**config.mk**
```make
export PLATFORM = sky130hd
export DESIGN_NAME = mem_arb_flat
export DESIGN_NICKNAME = d
export VERILOG_FILES = /design/src/rtl/mem_arb_if.sv /design/src/rtl/mem_arb.sv /design/src/flat_wrapper.sv
export SDC_FILE = /design/constraint.sdc
export NUM_CORES = 1
export LEC_CHECK = 0
export CORE_AREA = 2 2 214 216
export DETAILED_ROUTE_END_ITERATION = 8
export DIE_AREA = 0 0 216 218
export PLACE_DENSITY = 0.42
export SYNTH_ARGS = -nofsm -noshare
export SYNTH_HDL_FRONTEND = slang
export SYNTH_SLANG_ARGS = --single-unit
```
**constraint.sdc**
```tcl
create_clock -name clk -period 3.2 [get_ports clk]
set_input_delay 0.8 -clock clk [delete_from_list [all_inputs] [get_ports clk]]
set_output_delay 0.8 -clock clk [all_outputs]
set_load 0.01 [all_outputs]
```
**src/rtl/mem_arb_if.sv**
```systemverilog
// mem_arb_if: core instruction/data ports and the shared memory bus around mem_arb.
// slave is the arbiter's view, master is the surrounding core/memory view.
interface mem_arb_if #(parameter int AW = 64);
   logic [AW-1:0] im_req_addr;
   logic          im_req_valid;
   logic          im_req_ready;
   logic [63:0]   im_resp_rdata;
   logic          im_resp_valid;
   logic          im_invalidate_req;
   logic          im_invalidate_resp;
   logic [AW-1:0] dm_req_addr;
   logic [63:0]   dm_req_wdata;
   logic [7:0]    dm_req_wmask;
   logic          dm_req_wen;
   logic          dm_req_valid;
   logic          dm_req_ready;
   logic [63:0]   dm_resp_rdata;
   logic          dm_resp_valid;
   logic [AW-1:0] bus_req_addr;
   logic [63:0]   bus_req_wdata;
   logic [7:0]    bus_req_wmask;
   logic          bus_req_wen;
   logic          bus_req_valid;
   logic          bus_req_ready;
   logic [63:0]   bus_resp_rdata;
   logic          bus_resp_valid;
   modport slave (
      input  im_req_addr, im_req_valid, im_invalidate_req,
      input  dm_req_addr, dm_req_wdata, dm_req_wmask, dm_req_wen, dm_req_valid,
      input  bus_req_ready, bus_resp_rdata, bus_resp_valid,
      output im_req_ready, im_resp_rdata, im_resp_valid, im_invalidate_resp,
      output dm_req_ready, dm_resp_rdata, dm_resp_valid,
      output bus_req_addr, bus_req_wdata, bus_req_wmask, bus_req_wen, bus_req_valid
   );
   modport master (
      output im_req_addr, im_req_valid, im_invalidate_req,
      output dm_req_addr, dm_req_wdata, dm_req_wmask, dm_req_wen, dm_req_valid,
      output bus_req_ready, bus_resp_rdata, bus_resp_valid,
      input  im_req_ready, im_resp_rdata, im_resp_valid, im_invalidate_resp,
      input  dm_req_ready, dm_resp_rdata, dm_resp_valid,
      input  bus_req_addr, bus_req_wdata, bus_req_wmask, bus_req_wen, bus_req_valid
   );
endinterface

```
**src/rtl/mem_arb.sv**
```systemverilog
// mem_arb: im/dm to shared memory bus arbiter with in-order response routing and im invalidate handshake.
// MEM_ARB_DM_PRIORITY_EN selects fixed dm priority instead of round-robin.
module mem_arb #(
   parameter int OUTSTANDING = 2,
   parameter int AW = 64
) (
   input logic      clk,
   input logic      rst,
   mem_arb_if.slave io
);
   localparam int CW = $clog2(OUTSTANDING + 1);
   typedef enum logic [1:0] {IDLE, DRAIN, ACK} inv_t;
   inv_t state, state_nxt;
   logic [OUTSTANDING-1:0] tags, tags_nxt;
   logic [CW-1:0] count, im_cnt;
   logic lock, lock_dm, grant_dm, im_v, cand_v, full, push, pop, inv_block;
`ifndef MEM_ARB_DM_PRIORITY_EN
   logic rr_dm;
`endif
   assign full = count == CW'(OUTSTANDING);
   assign pop = io.bus_resp_valid && count != '0;
   assign im_v = io.im_req_valid && !inv_block;
`ifdef MEM_ARB_DM_PRIORITY_EN
   assign grant_dm = lock ? lock_dm : io.dm_req_valid;
`else
   assign grant_dm = lock ? lock_dm : io.dm_req_valid && (!im_v || rr_dm);
`endif
   assign cand_v = grant_dm ? io.dm_req_valid : im_v;
   assign push = io.bus_req_valid && io.bus_req_ready;
   // Outputs are forced low while reset is asserted, independent of the inputs.
   assign io.bus_req_valid = rst && cand_v && !full;
   assign io.bus_req_addr = !rst ? '0 : grant_dm ? io.dm_req_addr : io.im_req_addr;
   assign io.bus_req_wdata = rst && grant_dm ? io.dm_req_wdata : '0;
   assign io.bus_req_wmask = rst && grant_dm ? io.dm_req_wmask : '0;
   assign io.bus_req_wen = rst && grant_dm && io.dm_req_wen;
   assign io.im_req_ready = rst && !grant_dm && io.bus_req_ready && !full && !inv_block;
   assign io.dm_req_ready = rst && grant_dm && io.bus_req_ready && !full;
   assign io.im_resp_valid = pop && !tags[0];
   assign io.dm_resp_valid = pop && tags[0];
   assign io.im_resp_rdata = rst ? io.bus_resp_rdata : '0;
   assign io.dm_resp_rdata = rst ? io.bus_resp_rdata : '0;
   // Head of the tag FIFO lives at bit 0; a pop shifts, a push lands after the last live entry.
   always_comb begin
      tags_nxt = pop ? tags >> 1 : tags;
      for (int i = 0; i < OUTSTANDING; i++)
         if (push && CW'(i) == count - CW'(pop)) tags_nxt[i] = grant_dm;
   end
   always_ff @(posedge clk or negedge rst)
      if (!rst) begin
         tags <= '0;
         count <= '0;
         im_cnt <= '0;
         lock <= 1'b0;
         lock_dm <= 1'b0;
      end else begin
         tags <= tags_nxt;
         count <= count + CW'(push) - CW'(pop);
         im_cnt <= im_cnt + CW'(push && !grant_dm) - CW'(pop && !tags[0]);
         if (push) lock <= 1'b0;
         else if (io.bus_req_valid) begin
            lock <= 1'b1;
            lock_dm <= grant_dm;
         end
      end
`ifndef MEM_ARB_DM_PRIORITY_EN
   always_ff @(posedge clk or negedge rst)
      if (!rst) rr_dm <= 1'b0;
      else if (push) rr_dm <= !grant_dm;
`endif
   always_ff @(posedge clk or negedge rst)
      if (!rst) state <= IDLE;
      else state <= state_nxt;
   always_comb
      state_nxt = state == ACK ? IDLE :
                  (state == DRAIN || io.im_invalidate_req) ? (im_cnt == '0 ? ACK : DRAIN) : IDLE;
   // im is blocked from the first cycle the invalidate request is seen until the ack has gone out.
   always_comb begin
      inv_block = state != IDLE || io.im_invalidate_req;
      io.im_invalidate_resp = state == ACK;
   end
endmodule

```
**src/flat_wrapper.sv**
```systemverilog
// flat-port wrapper written by rule: the top's interface ports become plain ports
module mem_arb_flat 
#(
   parameter int OUTSTANDING = 2,
   parameter int AW = 64
)
  (clk, rst, io_im_req_addr, io_im_req_valid, io_im_invalidate_req, io_dm_req_addr, io_dm_req_wdata, io_dm_req_wmask, io_dm_req_wen, io_dm_req_valid, io_bus_req_ready, io_bus_resp_rdata, io_bus_resp_valid, io_im_req_ready, io_im_resp_rdata, io_im_resp_valid, io_im_invalidate_resp, io_dm_req_ready, io_dm_resp_rdata, io_dm_resp_valid, io_bus_req_addr, io_bus_req_wdata, io_bus_req_wmask, io_bus_req_wen, io_bus_req_valid);
  mem_arb_if #(.AW(AW)) io_i ();
  input logic clk;
  input logic rst;
  input wire logic [$bits(io_i.im_req_addr)-1:0] io_im_req_addr;
  input wire logic [$bits(io_i.im_req_valid)-1:0] io_im_req_valid;
  input wire logic [$bits(io_i.im_invalidate_req)-1:0] io_im_invalidate_req;
  input wire logic [$bits(io_i.dm_req_addr)-1:0] io_dm_req_addr;
  input wire logic [$bits(io_i.dm_req_wdata)-1:0] io_dm_req_wdata;
  input wire logic [$bits(io_i.dm_req_wmask)-1:0] io_dm_req_wmask;
  input wire logic [$bits(io_i.dm_req_wen)-1:0] io_dm_req_wen;
  input wire logic [$bits(io_i.dm_req_valid)-1:0] io_dm_req_valid;
  input wire logic [$bits(io_i.bus_req_ready)-1:0] io_bus_req_ready;
  input wire logic [$bits(io_i.bus_resp_rdata)-1:0] io_bus_resp_rdata;
  input wire logic [$bits(io_i.bus_resp_valid)-1:0] io_bus_resp_valid;
  output wire logic [$bits(io_i.im_req_ready)-1:0] io_im_req_ready;
  output wire logic [$bits(io_i.im_resp_rdata)-1:0] io_im_resp_rdata;
  output wire logic [$bits(io_i.im_resp_valid)-1:0] io_im_resp_valid;
  output wire logic [$bits(io_i.im_invalidate_resp)-1:0] io_im_invalidate_resp;
  output wire logic [$bits(io_i.dm_req_ready)-1:0] io_dm_req_ready;
  output wire logic [$bits(io_i.dm_resp_rdata)-1:0] io_dm_resp_rdata;
  output wire logic [$bits(io_i.dm_resp_valid)-1:0] io_dm_resp_valid;
  output wire logic [$bits(io_i.bus_req_addr)-1:0] io_bus_req_addr;
  output wire logic [$bits(io_i.bus_req_wdata)-1:0] io_bus_req_wdata;
  output wire logic [$bits(io_i.bus_req_wmask)-1:0] io_bus_req_wmask;
  output wire logic [$bits(io_i.bus_req_wen)-1:0] io_bus_req_wen;
  output wire logic [$bits(io_i.bus_req_valid)-1:0] io_bus_req_valid;
  assign io_i.im_req_addr = io_im_req_addr;
  assign io_i.im_req_valid = io_im_req_valid;
  assign io_i.im_invalidate_req = io_im_invalidate_req;
  assign io_i.dm_req_addr = io_dm_req_addr;
  assign io_i.dm_req_wdata = io_dm_req_wdata;
  assign io_i.dm_req_wmask = io_dm_req_wmask;
  assign io_i.dm_req_wen = io_dm_req_wen;
  assign io_i.dm_req_valid = io_dm_req_valid;
  assign io_i.bus_req_ready = io_bus_req_ready;
  assign io_i.bus_resp_rdata = io_bus_resp_rdata;
  assign io_i.bus_resp_valid = io_bus_resp_valid;
  assign io_im_req_ready = io_i.im_req_ready;
  assign io_im_resp_rdata = io_i.im_resp_rdata;
  assign io_im_resp_valid = io_i.im_resp_valid;
  assign io_im_invalidate_resp = io_i.im_invalidate_resp;
  assign io_dm_req_ready = io_i.dm_req_ready;
  assign io_dm_resp_rdata = io_i.dm_resp_rdata;
  assign io_dm_resp_valid = io_i.dm_resp_valid;
  assign io_bus_req_addr = io_i.bus_req_addr;
  assign io_bus_req_wdata = io_i.bus_req_wdata;
  assign io_bus_req_wmask = io_i.bus_req_wmask;
  assign io_bus_req_wen = io_i.bus_req_wen;
  assign io_bus_req_valid = io_i.bus_req_valid;
  mem_arb #(.OUTSTANDING(OUTSTANDING), .AW(AW)) u_core (.clk(clk), .rst(rst), .io(io_i));
endmodule
```
# Word-level counts from Yosys, hierarchy flattened
# Cells that the tools add are included.
[op_classes]
n_mux = 15
n_mul = 0
addsub = 5
n_div = 0
n_reduce_logical = 35
eq_ne = 4
bitwise_logic = 1
n_lt_le_gt_ge = 0
shifts = 0
[op_table]
columns = ["cell", "count"]
rows = [
  ["$mux 64", 4],
  ["$logic_and 1x1->1", 19],
  ["$reduce_bool 2->1", 5],
  ["$mux 2", 4],
  ["$mux 8", 1],
  ["$mux 1", 6],
  ["$sub 2x1->2", 3],
  ["$logic_not 1->1", 5],
  ["$add 2x1->2", 2],
  ["$eq 2x2->1 const B", 2],
  ["$logic_not 2->1", 2],
  ["$logic_or 1x1->1", 3],
  ["$eq 1x2->1 const A", 1],
  ["$eq 2x1->1 const B", 1],
  ["$reduce_and 2->1", 1],
  ["$not 1->1", 1],
]
[word_totals]
latchBits = 0
mem_count = 0
romBits = 0
ramBits = 0
wordCells = 68
output_inout_bits = 271
input_bits = 272
register_bits = 11

# Logic depth before layout (Yosys ltp)
[depth]
ltp_word = 15
depth_mapped = 7
depth_no_buf = 7

# Worst setup path before layout
# No wires, ideal clock.
[synth_path]
path_type = "input to output"
startpoint = "input io_im_invalidate_req"
endpoint = "output io_bus_req_addr[47]"
arrival_ns = 1.940
cell_stages = 6
slack_ns = 0.460
path_buffers = 2
required_ns = 2.400
cell_sequence = "nor4b_4 a21oi_2 o21a_1 buf_2 buf_2 a22o_1"
[synth_via]
elab_chain_len = 9
[synth_lines]
columns = ["item", "line_no", "text"]
rows = [
  ["start: declaration", "flat_wrapper.sv:13", "input wire logic [$bits(io_i.im_invalidate_req)-1:0] io_im_invalidate_req;"],
  ["$logic_or 1x1->1", "mem_arb.sv:78", "inv_block = state != IDLE || io.im_invalidate_req;"],
  ["$logic_not 1->1", "mem_arb.sv:22", "assign im_v = io.im_req_valid && !inv_block;"],
  ["$logic_and 1x1->1", "mem_arb.sv:22", ""],
  ["$logic_not 1->1", "mem_arb.sv:26", "assign grant_dm = lock ? lock_dm : io.dm_req_valid && (!im_v || rr_dm);"],
  ["$logic_or 1x1->1", "mem_arb.sv:26", ""],
  ["$logic_and 1x1->1", "mem_arb.sv:26", ""],
  ["$mux 1", "mem_arb.sv:26", ""],
  ["$mux 64 (2 in series)", "mem_arb.sv:32", "assign io.bus_req_addr = !rst ? '0 : grant_dm ? io.dm_req_addr : io.im_req_addr;"],
  ["end: declaration", "flat_wrapper.sv:29", "output wire logic [$bits(io_i.bus_req_addr)-1:0] io_bus_req_addr;"],
]
# Every way passes these cells.

# Final worst setup path
[layout_path]
startpoint = "input io_im_invalidate_req"
endpoint = "output io_bus_req_addr[35]"
# Same word-level chain as after synthesis.

==> impl_results.rst <==
.. list-table::
   :header-rows: 1

   * - Metric
     - Value
   * - Number of clock buffers inserted by TritonCTS
     - 3
   * - Category of the worst setup path capture point
     - output port
   * - Area taken by flip-flops and latches
     - 275 um2
   * - Post-synthesis sequential area ratio
     - 10.2%
   * - Die Span X
     - 216 um
   * - Clock insertion delay at the later pin of the skew report
     - 0.24 ns
   * - Synth warn
     - 0
   * - Global-route usage over all layers
     - 10.6%
   * - Highest achievable clock rate
     - 319 MHz
   * - Worst setup slack for register-to-register paths
     - 1.14 ns
   * - Number of nets in the synthesized netlist
     - 637
   * - TritonCTS sink count
     - 11
   * - Wire length after detailed routing
     - 27300 um
   * - Status
     - completed
   * - Pin count of the biggest net entering global routing
     - 70
   * - Proportion of layout cells with a drive suffix above 1
     - 9.35%
   * - Number of detailed-routing iterations run before antenna repair
     - 4
   * - Reported leakage power
     - 3.57 nW
   * - Arrival time of data at the critical path endpoint
     - 2.34 ns
   * - Mean Syn Cell Area
     - 7.42 um2
   * - Peak ir drop on the vdd network
     - 179 uV
   * - Layout fillers
     - 5029
   * - Startpoint type of the worst setup path
     - input pin
   * - Max Cap Violations
     - 0
   * - Cell taking the most area after synthesis
     - and2_1
   * - Depth of the most critical reg-to-reg path
     - 8
   * - Clk slew on worst S/H paths
     - 0.04 ns
   * - Clock skew after layout
     - 0.000357 ns
   * - Full die area
     - 0.0471 mm2
   * - Via count of the first global-routing pass
     - 4666
   * - Depth of the CTS H-tree
     - 1
   * - Routability congestion estimate
     - 0.788
   * - Remaining design rule violation count
     - 0
   * - Count of endpoints failing setup in the final report
     - 0
   * - Die extent in y
     - 218 um
   * - Starting DRT DRC Count
     - 137
   * - Worst-case headroom to the max-slew limit
     - 76.2%
   * - Starting density of the core
     - 5.99%
   * - TritonCTS clock tree
     - yes
   * - Count of input and output buffers
     - 542
   * - Post-synthesis to final-layout area growth
     - 224%
   * - Via count
     - 4577
   * - Post-Synthesis Cells
     - 362
   * - Detail-routed net length per standard cell
     - 18.7 um
   * - Top-area cell type share of the netlist area
     - 32.4%
   * - Number of vias per cell
     - 3.14
   * - Area occupied by multi-input gates
     - 0.00180 mm2
   * - Total power consumption of the routed design
     - 3.51 mW
   * - Cell depth of the worst min-delay path
     - 1
   * - Actual slew at the worst max-slew pin
     - 0.354 ns
   * - Count of state elements after synthesis
     - 11
   * - Category of the critical setup timing path
     - in2out
   * - PD cells
     - 403 mW/mm2
   * - Required time of the critical path
     - 2.40 ns
   * - Number of nets in the layout
     - 1132
   * - Initial antenna violation count
     - 13
   * - Estimated wirelength of the detail-placed design
     - 24100 um
   * - RSZ-0062 raised after global routing
     - yes
   * - Minimum clock period
     - 3.14 ns
   * - Largest fanout on the critical path
     - 33
   * - Number of hold violations in the final report
     - 0
   * - Post-Syn Area
     - 0.00269 mm2
   * - Biggest area contributors in the synthesized netlist
     - and2_1 32%, a22o_1 21%, buf_4 18%
   * - Area of the placeable core
     - 0.0449 mm2
   * - Row count
     - 78
   * - Wire length of the first global-routing pass
     - 35500 um
   * - Part of the cycle the worst path needs
     - 98.0%
   * - Maximum number of buffers from clock root to sink
     - 2
   * - Remaining antenna violation count after routing
     - 0
   * - Distinct cell type count of the synthesized netlist
     - 28
   * - I/O pins
     - 543
   * - Path category of the worst min-delay check
     - reg2reg
   * - Number of max-slew violations in the final report
     - 0
   * - Hold slack final
     - 0.464 ns
   * - Overflow left after global routing
     - 0
   * - Root Driver
     - clkbuf_16
[state kept, by name (all words and copies together), names as in the netlist]
register and count:
u_core.tags 2, u_core.count 2, u_core.lock_dm 1, u_core.im_cnt 2, u_core.lock 1, u_core.state 2
u_core.rr_dm 1
[placed cells by master, fill, tap and decap left out, drive strengths merged, types with 2 or more instances in the layout]
master and n:
clkdlybuf4s50 400, and2 139, a22o 64, clkdlybuf4s15 61, dlygate4sd2 59, buf 57, dfrtp 11, nor2 8
clkbuf 8, inv 7, nand2 6, xnor2 5, nor3 4, mux2i 4, diode 3, nand2b 3
nor4 3, ha 3, o21ai 2, nor4b 2, a21oi 2
[where the power goes]
| part | switching [mW] | internal (mW) | total, mW |
|---|---|---|---|
| Clock | 0.0602 | 0.167 | 0.227 |
| Combinational | 1.31 | 1.70 | 3.01 |
| Sequential | 0.0595 | 0.209 | 0.269 |
[per-stage QoR]
stage / instance area, um2 / worst slack, ns / utilization (%) / std cells / setup TNS (ns)
2_1_floorplan: 2690 / 0.460 / - / 362 / 0
3_3_place_gp: 8550 / -0.598 / 19.0 / 1436 / -70.50
3_5_place_dp: 8550 / -0.604 / 19.0 / 1436 / -71.00
4_1_cts: 8690 / -0.140 / 19.4 / 1454 / -0.438
5_1_grt: 8700 / -0.0283 / 19.4 / 1457 / -0.0503
6_report: 8710 / 0.0641 / 19.4 / 1459 / 0
[synth_stat cells]
library cell / n
and2_1: 139
a22o_1: 64
buf_4: 64
buf_2: 14
clkbuf_1: 14
dfrtp_1: 11
inv_1: 7
nor2_1: 7
nand2_1: 6
xnor2_1: 5
mux2i_1: 4
nor3_1: 4
ha_1: 3
nand2b_1: 3
nor4_1: 3
o21ai_0: 2
a21boi_0: 1
a21oi_1: 1
a21oi_2: 1
mux2_2: 1
nor2_2: 1
nor2b_1: 1
nor4b_2: 1
nor4b_4: 1
o2111ai_1: 1
o21a_1: 1
o22a_1: 1
or3_1: 1
[cell families (layout without fill, tap and decap cells)]
| kind of cell | after synthesis | in the layout | share of synthesized area, % |
|---|---|---|---|
| AO/OA/AOI/OAI | 72 | 72 | 23.0 |
| XOR/XNOR | 5 | 5 | 1.63 |
| adder cells (fa/ha/maj) | 3 | 3 | 1.40 |
| buffers and inverters | 99 | 593 | 23.4 |
| flip-flops | 11 | 11 | 10.2 |
| multiplexers | 5 | 5 | 1.91 |
| other | 0 | 3 | 0 |
| AND/OR/NAND/NOR | 167 | 167 | 38.5 |
[worst paths after layout]
path | start | end
worst max-delay path | io_im_invalidate_req | io_bus_req_addr[35]
worst min-delay path | u_core.im_cnt[0] | u_core.state[1]
worst max register to register | u_core.state[1] | u_core.im_cnt[1]
worst min register to register | u_core.im_cnt[0] | u_core.state[1]
max in group asynchronous | rst | u_core.rr_dm
min in group asynchronous | rst | u_core.lock
[repair_timing]
item	in CTS	in global routing
resized for setup	266	14
pin swaps	5	4
gates cloned	3	0
hold buffers	0	0
buffers inserted	12	3
endpoints found under the setup margin	140	59
[cell type report]
| cell class | instances | share of cell area (%) |
|---|---|---|
| Antenna cell | 3 | 0.0862 |
| Sequential cell | 11 | 3.16 |
| Tap cell | 600 | 8.62 |
| Timing Repair Buffer | 582 | 66.3 |
| Inverter | 7 | 0.302 |
| Multi-Input combinational cell | 252 | 20.6 |
| Clock buffer | 4 | 0.905 |
[metal layers]
| metal | wire length, um | global-route usage [%] | part of all wire, % | vias up |
|---|---|---|---|---|
| li1 | - | - | - | 2160 |
| met1 | 10600 | 12.2 | 39 | 2028 |
| met2 | 14300 | 20.5 | 52 | 357 |
| met3 | 2120 | 2.22 | 7.8 | 30 |
| met4 | 299 | 1.00 | 1.1 | 2 |
| met5 | 13 | 0 | 0.048 | - |
[critical path: stages]
cell and delay [ns]:
buf_6 0.10, nor4b_4 0.25, a21oi_2 0.11, o21a_4 0.27, buf_4 0.17, buf_12 0.15
a22o_1 0.19, dlygate4sd2_1 0.28
Power figures use the tool's default switching activity.
